## src/rtl/df_actor_responder_if.sv

```systemverilog
// Actor invocation handshake plus input/output FIFO signals.
// master: controller/FIFO side, slave: actor side.
interface df_actor_responder_if #(
   parameter int DATA_WIDTH  = 32,
   parameter int COUNT_WIDTH = 8
);
   logic                   ap_start;
   logic                   ap_done;
   logic                   ap_idle;
   logic                   ap_ready;
   logic [31:0]            ap_return;
   logic [COUNT_WIDTH-1:0] in_count;
   logic                   in_empty_n;
   logic [DATA_WIDTH-1:0]  in_dout;
   logic                   in_read;
   logic [COUNT_WIDTH-1:0] out_space;
   logic                   out_full_n;
   logic [DATA_WIDTH-1:0]  out_din;
   logic                   out_write;

   modport master (
      output ap_start, in_count, in_empty_n, in_dout,
      output out_space, out_full_n,
      input  ap_done, ap_idle, ap_ready, ap_return,
      input  in_read, out_din, out_write
   );

   modport slave (
      input  ap_start, in_count, in_empty_n, in_dout,
      input  out_space, out_full_n,
      output ap_done, ap_idle, ap_ready, ap_return,
      output in_read, out_din, out_write
   );
endinterface

```

## src/rtl/df_actor_responder.sv

```systemverilog
// Callee end of the ap_start/ap_done/ap_return actor handshake.
// Ports: ap_clk, ap_rst (sync, high), bus (slave modport),
// guard (only when DF_ACTOR_GUARD_EN is defined).
module df_actor_responder #(
   parameter int DATA_WIDTH   = 32,
   parameter int COUNT_WIDTH  = 8,
   parameter int TOKENS_IN    = 2,
   parameter int TOKENS_OUT   = 1,
   parameter int EXEC_LATENCY = 3,
   parameter int OFFSET       = 1
) (
   input logic ap_clk,
   input logic ap_rst,
`ifdef DF_ACTOR_GUARD_EN
   input logic guard,
`endif
   df_actor_responder_if.slave bus
);

   localparam logic [31:0] RC_WAIT_INPUT  = 32'd2;
   localparam logic [31:0] RC_WAIT_OUTPUT = 32'd3;
`ifdef DF_ACTOR_GUARD_EN
   localparam logic [31:0] RC_WAIT_GUARD  = 32'd4;
`endif
   localparam logic [31:0] RC_EXECUTED    = 32'd5;

   localparam logic [15:0] RD_LAST = 16'(TOKENS_IN - 1);
   localparam logic [15:0] EX_LAST = 16'(EXEC_LATENCY - 1);
   localparam logic [15:0] WR_LAST = 16'(TOKENS_OUT - 1);

   typedef enum logic [2:0] {
      S_IDLE, S_CHECK, S_READ, S_EXEC, S_WRITE, S_DONE
   } state_t;

   state_t                state, state_nxt;
   logic [DATA_WIDTH-1:0] acc, acc_nxt;
   // One counter serves read, exec and write phases in turn.
   logic [15:0]           cnt, cnt_nxt;
   logic [31:0]           ret, ret_nxt;

   always_ff @(posedge ap_clk) begin
      if (ap_rst) begin
         state <= S_IDLE;
         acc   <= '0;
         cnt   <= '0;
         ret   <= '0;
      end else begin
         state <= state_nxt;
         acc   <= acc_nxt;
         cnt   <= cnt_nxt;
         ret   <= ret_nxt;
      end
   end

   always_comb begin
      state_nxt     = state;
      acc_nxt       = acc;
      cnt_nxt       = cnt;
      ret_nxt       = ret;
      bus.in_read   = 1'b0;
      bus.out_write = 1'b0;
      bus.out_din   = '0;
      unique case (state)
         S_IDLE: begin
            if (bus.ap_start) begin
               state_nxt = S_CHECK;
               acc_nxt   = '0;
               cnt_nxt   = '0;
            end
         end
         S_CHECK: begin
            cnt_nxt = '0;
            if (bus.in_count < COUNT_WIDTH'(TOKENS_IN)) begin
               ret_nxt   = RC_WAIT_INPUT;
               state_nxt = S_DONE;
            end else if (bus.out_space < COUNT_WIDTH'(TOKENS_OUT)) begin
               ret_nxt   = RC_WAIT_OUTPUT;
               state_nxt = S_DONE;
`ifdef DF_ACTOR_GUARD_EN
            end else if (!guard) begin
               ret_nxt   = RC_WAIT_GUARD;
               state_nxt = S_DONE;
`endif
            end else begin
               state_nxt = S_READ;
            end
         end
         S_READ: begin
            bus.in_read = bus.in_empty_n;
            if (bus.in_empty_n) begin
               acc_nxt = acc + bus.in_dout;
               if (cnt == RD_LAST) begin
                  cnt_nxt   = '0;
                  state_nxt = S_EXEC;
               end else begin
                  cnt_nxt = cnt + 16'd1;
               end
            end
         end
         S_EXEC: begin
            if (cnt == EX_LAST) begin
               cnt_nxt   = '0;
               state_nxt = S_WRITE;
            end else begin
               cnt_nxt = cnt + 16'd1;
            end
         end
         S_WRITE: begin
            bus.out_din   = acc + DATA_WIDTH'(OFFSET)
                          + DATA_WIDTH'(cnt);
            bus.out_write = bus.out_full_n;
            if (bus.out_full_n) begin
               if (cnt == WR_LAST) begin
                  cnt_nxt   = '0;
                  ret_nxt   = RC_EXECUTED;
                  state_nxt = S_DONE;
               end else begin
                  cnt_nxt = cnt + 16'd1;
               end
            end
         end
         S_DONE: begin
            state_nxt = S_IDLE;
         end
         default: begin
            state_nxt = S_IDLE;
         end
      endcase
   end

   assign bus.ap_done   = (state == S_DONE);
   assign bus.ap_ready  = (state == S_DONE);
   assign bus.ap_idle   = (state == S_IDLE);
   assign bus.ap_return = ret;

endmodule

```

## src/flat_wrapper.sv

```systemverilog
// flat-port wrapper written by rule: the top's interface ports become plain ports
module df_actor_responder_flat 
#(
   parameter int DATA_WIDTH   = 32,
   parameter int COUNT_WIDTH  = 8,
   parameter int TOKENS_IN    = 2,
   parameter int TOKENS_OUT   = 1,
   parameter int EXEC_LATENCY = 3,
   parameter int OFFSET       = 1
)
  (ap_clk, ap_rst, bus_ap_start, bus_in_count, bus_in_empty_n, bus_in_dout, bus_out_space, bus_out_full_n, bus_ap_done, bus_ap_idle, bus_ap_ready, bus_ap_return, bus_in_read, bus_out_din, bus_out_write);
  df_actor_responder_if #(.DATA_WIDTH(DATA_WIDTH), .COUNT_WIDTH(COUNT_WIDTH)) bus_i ();
  input logic ap_clk;
  input logic ap_rst;
  input wire logic [$bits(bus_i.ap_start)-1:0] bus_ap_start;
  input wire logic [$bits(bus_i.in_count)-1:0] bus_in_count;
  input wire logic [$bits(bus_i.in_empty_n)-1:0] bus_in_empty_n;
  input wire logic [$bits(bus_i.in_dout)-1:0] bus_in_dout;
  input wire logic [$bits(bus_i.out_space)-1:0] bus_out_space;
  input wire logic [$bits(bus_i.out_full_n)-1:0] bus_out_full_n;
  output wire logic [$bits(bus_i.ap_done)-1:0] bus_ap_done;
  output wire logic [$bits(bus_i.ap_idle)-1:0] bus_ap_idle;
  output wire logic [$bits(bus_i.ap_ready)-1:0] bus_ap_ready;
  output wire logic [$bits(bus_i.ap_return)-1:0] bus_ap_return;
  output wire logic [$bits(bus_i.in_read)-1:0] bus_in_read;
  output wire logic [$bits(bus_i.out_din)-1:0] bus_out_din;
  output wire logic [$bits(bus_i.out_write)-1:0] bus_out_write;
  assign bus_i.ap_start = bus_ap_start;
  assign bus_i.in_count = bus_in_count;
  assign bus_i.in_empty_n = bus_in_empty_n;
  assign bus_i.in_dout = bus_in_dout;
  assign bus_i.out_space = bus_out_space;
  assign bus_i.out_full_n = bus_out_full_n;
  assign bus_ap_done = bus_i.ap_done;
  assign bus_ap_idle = bus_i.ap_idle;
  assign bus_ap_ready = bus_i.ap_ready;
  assign bus_ap_return = bus_i.ap_return;
  assign bus_in_read = bus_i.in_read;
  assign bus_out_din = bus_i.out_din;
  assign bus_out_write = bus_i.out_write;
  df_actor_responder #(.DATA_WIDTH(DATA_WIDTH), .COUNT_WIDTH(COUNT_WIDTH), .TOKENS_IN(TOKENS_IN), .TOKENS_OUT(TOKENS_OUT), .EXEC_LATENCY(EXEC_LATENCY), .OFFSET(OFFSET)) u_core (.ap_clk(ap_clk), .ap_rst(ap_rst), .bus(bus_i));
endmodule
```

## config.mk

```make
export PLATFORM = sky130hd
export DESIGN_NAME = df_actor_responder_flat
export DESIGN_NICKNAME = d
export VERILOG_FILES = /design/src/rtl/df_actor_responder_if.sv /design/src/rtl/df_actor_responder.sv /design/src/flat_wrapper.sv
export SDC_FILE = /design/constraint.sdc
export NUM_CORES = 1
export LEC_CHECK = 0
export ABC_AREA = 1
export BUFFER_PORTS_ARGS = -buffer_cell sky130_fd_sc_hd__buf_2
export CORE_UTILIZATION = 58
export DETAILED_ROUTE_END_ITERATION = 6
export PLACE_DENSITY = 0.83
export SLEW_MARGIN = 5
export SYNTH_ARGS = -nofsm -noshare
export SYNTH_HDL_FRONTEND = slang
export SYNTH_SLANG_ARGS = --single-unit
```

## constraint.sdc

```tcl
create_clock -name ap_clk -period 2.75 [get_ports ap_clk]
set_input_delay 0.275 -clock ap_clk [delete_from_list [all_inputs] [get_ports ap_clk]]
set_output_delay 0.275 -clock ap_clk [all_outputs]
set_load 0.05 [all_outputs]
```

Word-level counts from Yosys, hierarchy flattened. Cells that the tools add are included.

Flip-flop bits (word level): 83. Latch bits: 0. RAM bits: 0. ROM bits: 0. Input port bits: 53. Output and inout bits: 69. Word-level logic and storage cells: 60. Memories kept: 0.

$add $sub $neg: 4. $mul: 0. Div/mod/pow operators: 0. Magnitude comparators: 2. Eq/ne operators: 14. Shift-type cells: 0. Mux-type cells: 27. Bitwise operators: 0. Reductions and logical operators: 9.

Operator list (count): $mux 32 (7); $pmux 32 s2 (2); $mux 16 (6); $pmux 16 s5 (1); $add 32x1->32 const B (1); $add 32x16->32 (1); $add 32x32->32 (1); $mux 3 (8); $add 16x1->16 const B (1); $eq 16x1->1 const B (1); $eq 16x2->1 const B (1); $logic_not 16->1 (1); $pmux 3 s5 (1); $lt 8x1->1 const B (1); $lt 8x2->1 const B (1); $reduce_and 4->1 (2); $eq 3x2->1 const B (2); $eq 3x3->1 const B (2); $ne 2x1->1 const B (3); $ne 2x2->1 const B (3); $reduce_and 6->1 (1); $reduce_bool 5->1 (1); $reduce_bool 2->1 (2); $eq 3x1->1 const B (1); 4 further kinds (5).

Depth between registers and ports, before layout.
Depth after elaboration: 4. Mapped depth: 15. Gate-level depth less buffers: 15.

Least setup slack after synthesis. Ideal clock, no wire load.

Kind: register -> output. From: register u_core.cnt[0]. To: output bus_out_din[24]. Arrival: 2.755 ns. Data required time: 2.475 ns. Path slack: -0.280 ns. Cell stages (with the launch flop): 14. Buffers on the path: 0. Cells stage by stage: dfxtp_1 -> inv_1 -> ha_1 -> inv_1 -> fa_1 -> nand2_1 -> nand2_1 -> o21ai_1 -> o21ai_1 -> nand3_1 -> nand2_1 -> nand2_1 -> nor2_1 -> nor3_1.

Word-level cells in the longest chain between the ends: 2.

Ends and longest elaborated chain: from (decl) (RTL line df_actor_responder.sv:38) `logic [15:0] cnt, cnt_nxt;`; from (signal assigned) (RTL line df_actor_responder.sv:50) `cnt <= cnt_nxt;`; $add 32x16->32 (RTL line df_actor_responder.sv:110) `+ DATA_WIDTH'(cnt);`; $mux 32 (RTL line df_actor_responder.sv:63) `unique case (state)`; to (decl) (RTL line flat_wrapper.sv:26) `output wire logic [$bits(bus_i.out_din)-1:0] bus_out_din;`.

No other way between the ends.

Worst setup path in the final report.
From: register u_core.cnt[0]. To: output bus_out_din[18].

The elaborated chain is that of the path after synthesis.

==> metrics <==
status=finished clean; Post-synth EDFFs=0; share of layout cells above drive strength 1=14.5%; count of input and output buffers=91; final hold vios=0; Core ar.=10900 um^2; ys flop type=dfxtp_1; Worst path top cell family by delay=simple AND/OR/NAND/NOR gates; WP data required=2.48 ns; Antenna diodes=0; #FFs+latches synth=54; Die Y=108 um; Arr. time, crit path=2.39 ns; DR vias/cell=5.23; worst setup margin=0.0829 ns; fin crit share=97.0%; cell chain of the critical path=inv_4, ha_4, inv_2, fa_2, nand2_2, nand2_2, o21ai_4, o21ai_2, nand3_1, nand2_2, nand2_1, nand2_1, nand2_1, nand2_1, nor2_1, buf_4; most used cell, CP=nand2_1; Non-Filler Instances=1417; Syn Area/Cell=5.49 um^2; CTS Buf Count=5; Final setup violation count=0; top-area cell type share of the netlist area=23.4%; Final Net Count=1383; Worst Skew=0.0161 ns; Clock Tree Buf Depth=2; PwrDens=415 nW/um^2; critical path buffer and inverter count=3; # rows=38; max-slew violation count=0; GRT Overall Usage=31.4%; Clock Sinks=54; number of I/O pins=122; Wirelength per Cell=13.0 um; DP HPWL=14.4 mm; clk slew on worst S/H paths=0.11 ns; area of the mapped netlist=6480 um^2; Placed Cells incl. Taps=1403; CTS tree=done; relative slew slack=60.0%; Max VDD drop=0.291 mV; Max Cap Viol=0; Cells after Synth=1181; Antenna Nets Post-Route=0; Die W=108 um; Post-route DRC=0; global-route wire length before repair=29.1 mm; f_max=0.375 GHz; initial core utilization=59.6%; Place WS=0.107 ns; Slew @ Worst Pin=0.595 ns; H-tree level count=2; filler cell count in the final layout=1075; total power=3.09 mW; slowest CP cell=dfxtp_4; Synth cell types=42; Leak=3.86 nW; Tmin final=2.67 ns; Crit. End Element=output port; Skew-Pair Late Insertion Delay=0.33 ns; Ys Warns=0; drt first-iter violations=557; sequential area share after synthesis=16.7%; vias in the first global route=6335; total gr overflow=0; drt total wl=18.5 mm; Hold Buf Count CTS=0; CP max stage delay=0.38 ns; initial antenna violation count=0; CP max FO=5; P&R area growth vs syn=14.7%; top post-synthesis cells by area=nand2_1, dfxtp_1, inv_1, ha_1, a21oi_1; post-synthesis async set-or-reset flop share=0%; CTS root buf=clkbuf_8; routed vias=7414; die area=11600 um^2; pin count of the biggest net entering global routing=38; drt pass-1 iters=7; CP Launch Type=flip-flop; Synth area leader=nand2_1; gpl congestion=0.975; crit path kind=flip-flop to output port; hold crit path type=input pin to flip-flop; RSZ-0062 raised after global routing=true; setup_tns=0 ns
tightest hold or removal path, cell delays in order:
cell     delay, ns
buf_2         0.08
inv_1         0.11
nand2_1       0.09
a21oi_1       0.03
power by group:
group | switching [mW] | total [mW] | internal, mW
Combinational | 1.07 | 1.53 | 0.454
Sequential | 0.110 | 0.967 | 0.857
Clock | 0.295 | 0.595 | 0.300
synth_stat cells, types with 6 or more instances:
cell type / instances
nand3_1: 73
nand3b_1: 6
inv_1: 184
ha_1: 52
nand2_1: 404
inv_2: 6
dfxtp_1: 54
nor2_1: 127
nor3_1: 25
o21ai_0: 30
buf_4: 30
a21oi_1: 102
xor2_1: 7
nand4_1: 12
o21ai_1: 10
repair_timing:
action	4_1_cts	5_1_grt
buffers inserted	0	6
resized for setup	21	58
endpoints found under the hold margin	0	0
endpoints found under the setup margin	19	23
pin swaps	0	11
cell families (layout without fill, tap and decap cells):
group                    count (synthesis)  after routing  share of synthesized area (%)
AND/OR/NAND/NOR                        676            676                           43.7
buffers and inverters                  235            303                           15.6
AO/OA/AOI/OAI                          151            151                           12.0
adder cells (fa/ha/maj)                 54             54                           10.7
flip-flops                              54             54                           16.7
XOR/XNOR                                10             10                           1.35
other                                    1             29                         0.0578
worst paths after layout:
path	to	startpoint	slack, ns	cells after the start
setup / recovery	bus_out_din[18]	u_core.cnt[0]	0.08	16
hold / removal	u_core.bus.ap_return[0]	ap_rst	0.29	4
setup reg to reg	u_core.acc[28]	u_core.acc[1]	0.54	12
hold reg to reg	u_core.bus.ap_return[0]	u_core.bus.ap_return[0]	0.45	2
metrics by stage:
stage               util (%)  instance area [um^2]  hold slack, ns
floorplan                  -                  6600           0.457
global placement        64.2                  6990           0.434
detailed placement      64.2                  6990           0.435
CTS                     65.8                  7160           0.281
global route            68.3                  7440           0.314
finish                  68.3                  7440           0.291
placed cells by master (no fill, tap or decap), types with 9 or more instances in the layout:
cell type / instances
dfxtp_1: 48
ha_1: 43
nand3_1: 70
nand2_1: 394
nand4_1: 12
nor2_1: 123
ha_4: 9
inv_1: 181
buf_4: 21
conb_1: 29
nor3_1: 24
o21ai_0: 25
buf_2: 74
o21ai_1: 11
a21oi_1: 98
nand2_2: 12
flip-flops by register name, indices dropped and copies added, names as in the netlist:
register and cells:
u_core.acc 32, u_core.bus.ap_return 3, u_core.cnt 16, u_core.state 3
final cells by class:
cell class	instances	area (um^2)	area share, %
multi-input cells	920	4720	63.4
inverters	191	722	9.71
repair buffers	104	611	8.21
clock inverters	2	38.8	0.521
clock buffers	6	82.6	1.11
flip-flops and latches	54	1090	14.7
well taps	140	175	2.35
routing by layer:
layer	vias up	part of all wire (%)	GRT usage, %
met5	-	0	0
met4	0	0.87	6.95
met3	15	7.8	3.27
met2	259	44	50.5
met1	3294	47	44.9
li1	3846	-	-
No activity file was read; power rests on OpenSTA's default activity.
